## config.mk

```make
export PLATFORM = sky130hd
export DESIGN_NAME = guess_entry
export DESIGN_NICKNAME = d
export VERILOG_FILES = /design/src/rtl/guess_entry.sv
export SDC_FILE = /design/constraint.sdc
export NUM_CORES = 1
export LEC_CHECK = 0
export ABC_AREA = 1
export CAP_MARGIN = 20
export CORE_MARGIN = 1
export CORE_UTILIZATION = 26
export DETAILED_ROUTE_END_ITERATION = 12
export MAX_ROUTING_LAYER = met4
export PLACE_DENSITY = 0.41
export SYNTH_ARGS = -nofsm -noshare
export SYNTH_HDL_FRONTEND = slang
export SYNTH_SLANG_ARGS = --single-unit
```

## constraint.sdc

```tcl
create_clock -name clk -period 5.87 [get_ports clk]
set_clock_uncertainty 0.05 [all_clocks]
set_input_delay 0.587 -clock clk [delete_from_list [all_inputs] [get_ports clk]]
set_output_delay 0.587 -clock clk [all_outputs]
set_load 0.02 [all_outputs]
```

## src/rtl/guess_entry.sv

```systemverilog
// Keypad front end for the hot-and-cold game: synchronise, debounce and edge-detect
// the raw keypad, assemble up to two decimal digits and submit them as a binary guess.
module guess_entry #(
    parameter int DEBOUNCE_CYCLES = 4,
    parameter int CNT_W           = 20
) (
    input  logic       clk,
    input  logic       rst,
    input  logic       key_press,
    input  logic [3:0] key_code,
    input  logic       en,
    output logic [7:0] guess,
    output logic       guess_valid,
    output logic [7:0] entry_bcd,
    output logic [1:0] digit_cnt
);

    localparam logic [CNT_W-1:0] CNT_MAX = CNT_W'(DEBOUNCE_CYCLES - 1);

    localparam logic [1:0] EMPTY = 2'd0;
    localparam logic [1:0] ONE   = 2'd1;
    localparam logic [1:0] TWO   = 2'd2;

    localparam logic [3:0] KEY_CLEAR = 4'hA;
    localparam logic [3:0] KEY_ENTER = 4'hB;

    logic             sync1_press, sync2_press;
    logic [3:0]       sync1_code, sync2_code;
    logic             stable, stable_d;
    logic [CNT_W-1:0] cnt;
    logic [3:0]       rise_code;
    logic             evt;
    logic [1:0]       state;
    logic [3:0]       tens, ones;
    logic [7:0]       guess_bin;
    logic             accept;
    logic             is_digit;

    // Two-flop synchronisers for the asynchronous keypad level and code
    always_ff @(posedge clk or negedge rst) begin
        if (!rst) begin
            sync1_press <= 1'b0;
            sync2_press <= 1'b0;
            sync1_code  <= 4'h0;
            sync2_code  <= 4'h0;
        end else begin
            sync1_press <= key_press;
            sync2_press <= sync1_press;
            sync1_code  <= key_code;
            sync2_code  <= sync1_code;
        end
    end

    // Any return to the stable level restarts the count, so short excursions never toggle
    always_ff @(posedge clk or negedge rst) begin
        if (!rst) begin
            stable    <= 1'b0;
            stable_d  <= 1'b0;
            cnt       <= '0;
            rise_code <= 4'h0;
            evt       <= 1'b0;
        end else begin
            stable_d <= stable;
            evt      <= stable & ~stable_d;
            if (sync2_press == stable) begin
                cnt <= '0;
            end else if (cnt == CNT_MAX) begin
                stable <= ~stable;
                cnt    <= '0;
                if (!stable) rise_code <= sync2_code;
            end else begin
                cnt <= cnt + 1'b1;
            end
        end
    end

    assign accept   = evt & en;
    assign is_digit = (rise_code <= 4'd9);

    // tens*10 + ones as shift-and-add; max 99 fits in 8 bits
    assign guess_bin = {1'b0, tens, 3'b000} + {3'b000, tens, 1'b0} + {4'h0, ones};

    always_ff @(posedge clk or negedge rst) begin
        if (!rst) begin
            state       <= EMPTY;
            tens        <= 4'h0;
            ones        <= 4'h0;
            guess       <= 8'h00;
            guess_valid <= 1'b0;
        end else begin
            guess_valid <= 1'b0;
            if (accept) begin
                if (is_digit) begin
                    case (state)
                        EMPTY: begin
                            tens  <= 4'h0;
                            ones  <= rise_code;
                            state <= ONE;
                        end
                        ONE: begin
                            tens  <= ones;
                            ones  <= rise_code;
                            state <= TWO;
                        end
                        default: ;
                    endcase
                end else if (rise_code == KEY_CLEAR) begin
                    tens  <= 4'h0;
                    ones  <= 4'h0;
                    state <= EMPTY;
                end else if (rise_code == KEY_ENTER && state != EMPTY) begin
                    guess       <= guess_bin;
                    guess_valid <= 1'b1;
                    tens        <= 4'h0;
                    ones        <= 4'h0;
                    state       <= EMPTY;
                end
            end
        end
    end

    assign entry_bcd = {tens, ones};
    assign digit_cnt = state;

endmodule

```

Word level (Yosys, flattened, before mapping)
Cells that the tools add are included.
Operators by class
  add/subtract/negate cells: 3
  multiply operators: 0
  divide/modulo/power cells: 0
  $lt $le $gt $ge: 1
  equality and inequality tests: 7
  shifts and indexed selects: 0
  muxes and demuxes: 16
  bitwise logic cells: 7
  reductions and logical operators: 10
Operators with widths (number)
  $mux 20: 2
  $add 20x1->20 const B: 1
  $eq 20x2->1 const B: 1
  $mux 4: 5
  $reduce_and 3->1: 3
  $add 7x5->8: 1
  $add 8x4->8: 1
  $eq 4x4->1 const B: 2
  $pmux 4 s2: 1
  $mux 2: 3
  $not 1->1: 5
  $le 4x4->1 const B: 1
  $mux 1: 4
  $pmux 2 s2: 1
  $reduce_and 4->1: 1
  $ne 3x1->1 const B: 1
  $reduce_bool 3->1: 1
  $and 1x1->1: 2
  $eq 2x1->1 const B: 1
  $logic_not 2->1: 1
  $ne 2x2->1 const B: 1
  $reduce_and 2->1: 1
  $reduce_bool 2->1: 1
  $reduce_or 2->1: 1
  other kinds (2): 2
Word-level totals
  register bits: 56
  latch bits: 0
  memory bits (writable): 0
  ROM bits: 0
  input bits: 8
  logic and storage cells: 58
  memories: 0

Longest topological paths before layout
  depth after elaboration: 6
  gate-level depth with buffers: 9
  depth with buffers taken out: 9

Worst setup path before layout
Ideal clock, no wire load.
  path kind: register to register
  from: register ones[3]
  to: register guess[6]
  library setup time: 117 ps
  arrival: 1900 ps
  data required time: 5703 ps
  slack: 3803 ps
  stages on the path, launching flop included: 8
  buffers on the path: 0
  period minus slack after synthesis: 2067 ps
  path through: dfrtp_1 > inv_1 > fa_1 > fa_1 > o21ai_0 > nand2_1 > nand3_1 > nand2_1
Between the ends
  word-level cells in the longest chain between the ends: 1
Ends and longest elaborated chain
  from (decl): RTL line 34  | logic [3:0] tens, ones;
  from (signal assigned): RTL line 97  | ones <= rise_code;
  from (signal assigned): RTL line 102  | ones <= rise_code;
  $add 8x4->8: RTL line 81  | assign guess_bin = {1'b0, tens, 3'b000} + {3'b000, tens, 1'b0} + {4'h0, ones};
  to (signal assigned): RTL line 112  | guess <= guess_bin;
  to (decl): RTL line 12  | output logic [7:0] guess,
Every way passes these cells.
A chain may end at the register's enable or synchronous reset.

Worst setup path after layout
  from: register tens[2]
  to: register guess[6]
Between the ends
  word-level cells in the longest chain between the ends: 2
Ends and longest elaborated chain
  from (decl): RTL line 34
  from (signal assigned): RTL line 101  | tens <= ones;
  $add 7x5->8: RTL line 81
  $add 8x4->8: RTL line 81
Every way passes these cells.

==> metrics.cfg <==
[worst_setup_path]
rr_worst_depth = 7
crit_path_end = guess[6]
cp_cell_sequence = inv_1 -> fa_1 -> fa_1 -> o21ai_0 -> or2_2 -> nand3_1 -> nand2_1
cp.required_ns = 6.07
crit_top_cell = fa_1
worst_ep_arrival_time_ns = 2.27
path_class = reg2reg
cp_slowest_stage_delay_ns = 0.48
rrSetupSlack_ns = 3.80
worstReg2RegStart = tens[2]
slowest_stage = fa_1
critPathCaptureType = register
crit_fanout = 4
startpoint = tens[2]
start_kind = register
rr_endpoint = guess[6]

[timing]
final-max-slew-violation-count = 0
worst_pin_slew_ns = 0.736
rsz0062_at_grt = no
hold_violations = 0
post-route-min-period_ns = 2.07
setup-tns-final_ns = 0
min_period_over_period = 0.353
fmax_mhz = 483
max_slew_margin = 0.509
holdWs_ns = 0.307
setup_violations = 0

[cts]
clk-insertion-delay-late_ns = 0.31
cts_tree = yes
h-tree-depth = 2
root_buffer = clkbuf_8
cts_buffer_depth = 2
cts_buffers = 5
cts_hold_buf = 0
cts.sinks = 56
cts_resized = 0
path_clk_slew_ns = 0.11
postCtsSetupBuffers = 0

[power_and_ir_drop]
power_density_nw_per_um2 = 354
power_mw = 1.17
p_leak_nw = 1.54
ir_drop_mv = 0.116

[layout]
num_antenna_cells = 0
nFillCells = 1125
drive_gt1_frac = 0.126
multi_input_area_um2 = 1220
final_util = 0.319
nets = 375
instances_no_fill = 494
seqCellArea_um2 = 1400
area_growth_syn_to_layout_pct = 18.0

[die]
core_area_um2 = 10400
io_pins = 27
dieArea_um2 = 11200
row_count = 37
fp.dieW_um = 106
die_h_um = 106
floorplan.initialDensity = 0.270

[grt]
overflow = 0
grt_pass1_wl_mm = 9.76
grt_usage = 0.114
antenna_found_initial = 0
first_global_vias = 1985
grt_max_degree = 57

[yosys]
async_flop_share = 1.00
ys_seq_area_frac = 0.498
ys.flop_type = dfrtp_1
synth.top_cell.area_share = 0.498
avgSynthCellArea_um2 = 8.60
synth-seq-cells = 56
yosys.area.top_type = dfrtp_1
synth_cell_types = 29
yosysWarnings = 0
synth_cells = 327
syn_nets = 345
yosys-top-cells-area = dfrtp_1, nand2_1, nor2_1, inv_1, ha_1
synth_area_um2 = 2810
synth-edff-count = 0

[drt]
routedWlPerCell_um = 11.5
route.vias.total = 2067
drc = 0
postRouteWirelength_mm = 5.68
via_per_inst = 4.18
first_pass_iters = 4
ant_nets = 0
first_iter_violations = 113

[place]
port_buffers = 26
gp_congestion = 0.745
dp_cells = 486
dp_hpwl_mm = 4.14

[job]
maxCapViolations = 0

[outcome]
outcome = completed

[min_path]
hold_path_startpoint = sync1_code[1]
min_path_type = reg2reg

==> per-layer routing <==
metal | GRT usage | share of wire | wire length (µm) | vias to the layer above
li1 | - | - | - | 1081
met1 | 0.151 | 0.52 | 2950 | 951
met2 | 0.179 | 0.44 | 2510 | 31
met3 | 0.0233 | 0.029 | 162 | 4
met4 | 0.0298 | 0.0099 | 56 | 0
met5 | - | 0 | 0 | -
==> how the worst min path moves through the flow <==
stage	to	slack [ns]	cells past startpoint
finish	sync2_code[1]	0.31	0
global route	sync2_press	0.32	0
CTS	sync2_code[1]	0.31	0
detailed placement	sync2_code[1]	0.29	0
global placement	sync2_code[1]	0.28	0
floorplan	cnt[0]	0.24	0
==> cells in the mapped netlist (all sizes together), types with 2 or more instances <==
library cell and count:
fa 2, nand3 21, nand4 3, nor3 5
nor2 55, inv 40, nand2 93, or2 2
xnor2 2, ha 8, xor2 9, buf 4
o21ai 19, dfrtp 56, a21oi 6
==> layout by cell type, fill, tap and decap left out, types with 8 or more instances in the layout <==
| cell | instances |
|---|---|
| clkdlybuf4s50_1 | 25 |
| dfrtp_1 | 56 |
| ha_1 | 8 |
| inv_1 | 37 |
| nand2_1 | 85 |
| nand3_1 | 18 |
| nor2_1 | 46 |
| o21ai_2 | 10 |
| xor2_1 | 9 |
==> report_power, final <==
part,leakage [nW],internal [mW],switching (mW)
clock,0.0558,0.129,0.131
combinational,0.744,0.155,0.236
sequential,0.740,0.451,0.0706
total,1.54,0.735,0.438
==> sequential cells by signal (all words and copies together) (netlist names) <==
register and cells:
cnt 20, guess 8, ones 4, rise_code 4, sync1_code 4, sync2_code 4
tens 4, digit_cnt 2, evt 1, guess_valid 1, stable 1, stable_d 1
sync1_press 1, sync2_press 1
==> metrics by stage <==
stage,cell area [µm²],worst slack [ns]
CTS,3320,3.74
global route,3320,3.62
global placement,3210,3.70
finish,3320,3.80
detailed placement,3210,3.69
floorplan,2810,3.80
==> worst max-delay path, delay by kind of cell (launching register included) <==
family / cells / cell delay (ns)
fa+ha+maj: 2 / 0.96
flops: 1 / 0.44
buf+inv: 1 / 0.07
compound gates: 1 / 0.23
simple gates: 3 / 0.26
==> kinds of logic (layout without fill, tap and decap cells) <==
kind of cell | after synthesis | count (layout) | synth area share
simple gates | 180 | 180 | 0.290
flops | 56 | 56 | 0.498
buf+inv | 44 | 75 | 0.0668
compound gates | 26 | 26 | 0.0605
xor+xnor | 11 | 11 | 0.0343
fa+ha+maj | 10 | 10 | 0.0498
==> final cells by class <==
cell class	count	area share
Sequential cell	56	0.422
Multi-Input combinational cell	227	0.368
Timing Repair Buffer	27	0.0792
Tap cell	136	0.0513
Inverter	40	0.0452
Clock buffer	6	0.0219
Clock inverter	2	0.0117
No activity file was read; power rests on OpenSTA's default activity.
